$ cat src/rtl/rom_mem_loader.sv
// Loads a command-addressed burst of stream words into a memory core's write port.
// Addresses start at the command base and wrap modulo depth; done/err pulse at completion.
module rom_mem_loader #(
   parameter int unsigned depth    = 16,
   parameter int unsigned addrbits = 4,
   parameter int unsigned width    = 8
) (
   input  logic                clock,
   input  logic                reset,
   input  logic                cmd_valid,
   output logic                cmd_ready,
   input  logic [addrbits-1:0] cmd_base,
   input  logic [addrbits:0]   cmd_len,
   input  logic                in_valid,
   output logic                in_ready,
   input  logic [width-1:0]    in_data,
   input  logic                abort,
   output logic                write_en,
   output logic [addrbits-1:0] write_addr,
   output logic [width-1:0]    write_data,
   output logic                busy,
   output logic                done,
   output logic                err
);

   localparam int unsigned AW = addrbits;
   localparam int unsigned CW = addrbits + 1;
   localparam int unsigned DW = width;

   typedef enum logic [1:0] {
      IDLE = 2'd0,
      LOAD = 2'd1,
      DONE = 2'd2
   } state_e;

   state_e          state_q, state_d;
   logic [AW-1:0]   addr_q, addr_d;
   logic [CW-1:0]   rem_q, rem_d;
   logic            we_q, we_d;
   logic [AW-1:0]   wa_q, wa_d;
   logic [DW-1:0]   wd_q, wd_d;
   logic            busy_q, busy_d;
   logic            done_q, done_d;
   logic            err_q, err_d;
   logic            cmd_bad;

   // Base past the last word or a length longer than the memory is rejected outright.
   assign cmd_bad = ({1'b0, cmd_base} >= CW'(depth)) || (cmd_len > CW'(depth));

   always_comb begin
      state_d   = state_q;
      addr_d    = addr_q;
      rem_d     = rem_q;
      we_d      = 1'b0;
      wa_d      = wa_q;
      wd_d      = wd_q;
      done_d    = 1'b0;
      err_d     = 1'b0;
      cmd_ready = 1'b0;
      in_ready  = 1'b0;

      case (state_q)
         IDLE: begin
            cmd_ready = 1'b1;
            if (cmd_valid) begin
               if (cmd_bad) begin
                  state_d = DONE;
                  err_d   = 1'b1;
               end else if (cmd_len == '0) begin
                  state_d = DONE;
                  done_d  = 1'b1;
               end else begin
                  state_d = LOAD;
                  addr_d  = cmd_base;
                  rem_d   = cmd_len;
               end
            end
         end
         LOAD: begin
            in_ready = !abort;
            if (abort) begin
               state_d = IDLE;
            end else if (in_valid) begin
               we_d   = 1'b1;
               wa_d   = addr_q;
               wd_d   = in_data;
               addr_d = (addr_q == AW'(depth - 1)) ? '0 : addr_q + AW'(1);
               rem_d  = rem_q - CW'(1);
               if (rem_q == CW'(1)) begin
                  state_d = DONE;
                  done_d  = 1'b1;
               end
            end
         end
         DONE: begin
            state_d = IDLE;
         end
         default: begin
            state_d = IDLE;
         end
      endcase

      busy_d = (state_d != IDLE);
   end

   always_ff @(posedge clock or negedge reset) begin
      if (!reset) begin
         state_q <= IDLE;
         addr_q  <= '0;
         rem_q   <= '0;
         we_q    <= 1'b0;
         wa_q    <= '0;
         wd_q    <= '0;
         busy_q  <= 1'b0;
         done_q  <= 1'b0;
         err_q   <= 1'b0;
      end else begin
         state_q <= state_d;
         addr_q  <= addr_d;
         rem_q   <= rem_d;
         we_q    <= we_d;
         wa_q    <= wa_d;
         wd_q    <= wd_d;
         busy_q  <= busy_d;
         done_q  <= done_d;
         err_q   <= err_d;
      end
   end

   assign write_en   = we_q;
   assign write_addr = wa_q;
   assign write_data = wd_q;
   assign busy       = busy_q;
   assign done       = done_q;
   assign err        = err_q;

endmodule
$ cat config.mk
export PLATFORM = sky130hd
export DESIGN_NAME = rom_mem_loader
export DESIGN_NICKNAME = d
export VERILOG_FILES = /design/src/rtl/rom_mem_loader.sv
export SDC_FILE = /design/constraint.sdc
export NUM_CORES = 1
export LEC_CHECK = 0
export BUFFER_PORTS_ARGS = -buffer_cell sky130_fd_sc_hd__buf_2
export CORE_UTILIZATION = 51
export CTS_CLUSTER_DIAMETER = 120
export DETAILED_ROUTE_END_ITERATION = 12
export PLACE_DENSITY = 0.78
export SYNTH_ARGS = -nofsm -noshare
export SYNTH_HDL_FRONTEND = slang
export SYNTH_SLANG_ARGS = --single-unit
export TNS_END_PERCENT = 50
$ cat constraint.sdc
create_clock -name clock -period 2.2 [get_ports clock]
set_input_delay 0.11 -clock clock [delete_from_list [all_inputs] [get_ports clock]]
set_output_delay 0.11 -clock clock [all_outputs]
set_load 0.005 [all_outputs]
==> run summary <==
The run finished with clean final reports. The worst path uses 87.57% of the clock period. Final hold violation count: 0.

The worst path arrival time was 2.17 ns; the number of levels in the clock H-tree was 1. CTS placed an instance of sky130_fd_sc_hd__clkbuf_4 at the clock tree root. Pin placement for this block handled 40 I/O pins. The family with the most delay on the worst path was simple AND/OR/NAND/NOR gates.

At the later pin of the worst-skew pair, clock insertion delay measures 0.34 ns. The number of violations reported at the end of detailed-routing iteration 0 came out at 37. For the initial antenna violation count, the log shows 0. In this run the vertical extent of the chip is 54.49 um. The routed length per instance works out to 15.42 um.

Setup repair after global routing left no endpoint under its margin. In the routed design, unresolved DRC markers number 0. Leaving out fill and tap cells, the most frequent cells in the layout are 39 x sky130_fd_sc_hd__buf_2, 27 x sky130_fd_sc_hd__dfrtp_1, 11 x sky130_fd_sc_hd__mux2_1, 10 x sky130_fd_sc_hd__inv_1, 9 x sky130_fd_sc_hd__dlygate4sd3_1.

For this run, the post-layout net count is 202. The library cell used most frequently in the layout, excluding fill and tap cells, is sky130_fd_sc_hd__buf_2. No sink is reached through more buffers than the 2 on the longest clock path. The average vias per placed instance was 5.593; the maximum clock rate was 519.1 MHz. The number of clock buffers added by TritonCTS is 3. The placed instances occupy a cell area of 1653 um2. Relative to the synthesized area, the layout overhead comes to 26.18%. The logs give 0.04941 ns for the final worst hold slack and 60.49% for the worst slew margin relative to its limit. Global routing consumed, over all layers together, 23.18% of the routing resources. Entering global routing, the biggest net connects 28 pins. The count of input and output buffers is 39, and the placed wire-length estimate is 2.282 mm. Once detail routing completed, the nets flagged for antenna violations numbered 0. The tools report the final count of pins violating max slew as 0. Counting flops and latches in the post-synthesis netlist gives 27. The slowest stage of the critical path belongs to the cell sky130_fd_sc_hd__or4b_1. Once the clock tree was built, the setup fixing pass inserted 0 buffers. Dividing total power by cell area gives a power density of 956.2 nW/um2. For the gate count after technology mapping, the log shows 123. The number of antenna diodes in the final layout is 0. The tools report the net count after synthesis as 150. Subtracting the final worst setup slack from the clock period gives 1.926 ns. The number of different library cells in the post-synthesis netlist was 36. For the clock net sink count, the log shows 27. For the pin with the worst max-slew slack, the measured transition is 0.5927 ns. After global routing the overflow that remains totals 0. The floorplan step defined a die boundary enclosing 2969 um2. Between clock sinks in the finished design, the worst skew comes to 0.003370 ns. From left edge to right edge, the die measures 54.49 um. The run gives 2.44 ns as the required time at the worst-slack endpoint.

Of all nets on the critical path, the largest fanout is 6. The critical path in this run is classified as primary input to register. The core region is 2545 um2. TritonCTS built the clock tree. STA classifies the critical path startpoint as a primary input. The post-synthesis area per instance is 11.42 um2, and the register area share after synthesis is 48.09%. The worst path buffer plus inverter count is 1, and the worst ir drop on vdd is 0.6935 mV. The post-route cell area was 1773 um2; the first-pass GRT wire length was 4.864 mm. Worst hold path class: primary input to register.

The number of warning messages in the yosys log was 0; the placer's final routability congestion estimate was 0.8463. The tool flagged a number of max-cap violations equal to 0. Setup violations remaining at the end of the flow were counted as 0. The critical path goes through buf_2 > or4_1 > ha_1 > or4b_1 > a21oi_4 > mux2_2. The cell area that synthesis handed to floorplanning was 1405 um2. STA classifies the critical path endpoint as a register. The maximum cell stage delay along the critical path works out to 0.62 ns. Row generation in the floorplan step produced 18 rows. The static leakage was 0.0008508 uW; the number of vias after detailed routing was 1141. After detailed routing, the total wire length is 3.145 mm. The tools report the via count of the first global-routing pass as 975. Clock-pin slew was measured on the worst setup and hold paths at 0.16 ns. The first TritonRoute pass finished after 4 iterations. The share of cells above drive strength 1 works out to 32.76%. For this configuration, the core starts out at a cell density of 55.21%.
## cells in the mapped netlist
cell type                   count  area [um2]
sky130_fd_sc_hd__dfrtp_1       27       675.7
sky130_fd_sc_hd__mux2_1        11       123.9
sky130_fd_sc_hd__inv_1         10       37.54
sky130_fd_sc_hd__a21oi_1        6       30.03
sky130_fd_sc_hd__ha_1           5       62.56
sky130_fd_sc_hd__mux2_2         5       56.30
sky130_fd_sc_hd__nor2_1         5       18.77
sky130_fd_sc_hd__clkbuf_1       4       15.01
sky130_fd_sc_hd__mux2i_1        4       40.04
sky130_fd_sc_hd__nand2_1        4       15.01
sky130_fd_sc_hd__a221oi_1       3       26.28
sky130_fd_sc_hd__buf_2          3       15.01
sky130_fd_sc_hd__nand2b_1       3       18.77
sky130_fd_sc_hd__nor4b_1        3       26.28
sky130_fd_sc_hd__o32ai_1        3       26.28
sky130_fd_sc_hd__a211oi_1       2       15.01
sky130_fd_sc_hd__a21o_1         2       15.01
sky130_fd_sc_hd__nor2b_1        2       12.51
sky130_fd_sc_hd__nor3_1         2       10.01
sky130_fd_sc_hd__nor3b_1        2       15.01
sky130_fd_sc_hd__nor4_1         2       12.51
sky130_fd_sc_hd__a2111oi_0      1       8.760
sky130_fd_sc_hd__a21oi_4        1       16.27
sky130_fd_sc_hd__a2bb2oi_1      1       8.760
sky130_fd_sc_hd__a31oi_1        1       6.260
sky130_fd_sc_hd__and2b_1        1       7.510
sky130_fd_sc_hd__and4b_1        1       10.01
sky130_fd_sc_hd__buf_4          1       7.510
sky130_fd_sc_hd__nand3b_1       1       7.510
sky130_fd_sc_hd__nand4_1        1       6.260
sky130_fd_sc_hd__nor4bb_1       1       10.01
sky130_fd_sc_hd__nor4bb_2       1       16.27
sky130_fd_sc_hd__o22ai_1        1       6.260
sky130_fd_sc_hd__o41ai_1        1       8.760
sky130_fd_sc_hd__or4_1          1       7.510
sky130_fd_sc_hd__or4b_1         1       10.01
## worst paths after layout
path                                from       endpoint  slack, ns  cells past startpoint
max in group asynchronous          reset  write_data[0]       1.53                      2
min in group asynchronous          reset      addr_q[2]       0.28                      2
hold reg to reg            write_data[7]  write_data[7]       0.50                      1
hold / removal                 cmd_valid            err       0.05                      3
setup reg to reg              state_q[0]      addr_q[0]       0.34                      3
setup / recovery              cmd_len[1]      addr_q[0]       0.27                      6
## logic make-up (layout without fill, tap and decap cells)
group / count (synthesis) / count (layout) / share of synthesized area, %
fa+ha+maj: 5 / 5 / 4.452
simple gates: 31 / 31 / 14.52
mux: 20 / 20 / 15.67
buf+inv: 18 / 69 / 5.343
compound gates: 22 / 22 / 11.93
flops: 27 / 27 / 48.09
## where the power goes
group	switching, uW	internal [uW]	leakage, uW	total [uW]
Clock	165	69.8	0.0000139	235
Sequential	169	680	0.000333	849
Combinational	280	331	0.000504	611
Total	614	1080	0.000851	1700
## cell type report
class / instances / area [um2]
inverters: 10 / 37.54
fillers: 200 / 772.0
repair buffers: 55 / 337.8
multi-input cells: 78 / 654.4
flip-flops and latches: 27 / 675.6
clock buffers: 3 / 22.52
well taps: 30 / 37.54
clock inverters: 1 / 7.507
## through the flow
step,worst slack [ns],TNS [ns],cells,power [uW],util [%]
after floorplan,0.1122,0,123,1192,-
after global placement,-0.03130,-0.1008,191,1422,64.95
after detailed placement,-0.07946,-0.3494,191,1457,64.95
after CTS,0.2910,0,203,1691,69.27
after global routing,0.1776,0,204,1808,69.67
final,0.2735,0,204,1695,69.67
## per-layer routing
| metal | vias to the layer above | share of wire [%] | GRT usage [%] |
|---|---|---|---|
| met5 | - | 0 | 0 |
| met2 | 36 | 48 | 35.77 |
| met4 | 0 | 0.86 | 6.410 |
| met3 | 2 | 4.5 | 2.778 |
| li1 | 553 | - | - |
| met1 | 550 | 47 | 34.04 |
## sequential cells by signal, indices dropped and copies added (netlist names)
register    flops
write_en        1
busy            1
write_addr      4
rem_q           5
write_data      8
err             1
done            1
addr_q          4
state_q         2
## timing repair
item | 4_1_cts | 5_1_grt
hold buffers | 8 | 1
gates resized for setup | 0 | 0
endpoints found under the hold margin | 34 | 1
## worst min-delay path, cell delays in order
cell and delay, ns:
sky130_fd_sc_hd__buf_2 0.12, sky130_fd_sc_hd__nand2b_1 0.09, sky130_fd_sc_hd__nor3b_1 0.05
(Power assumes the default switching activity.)
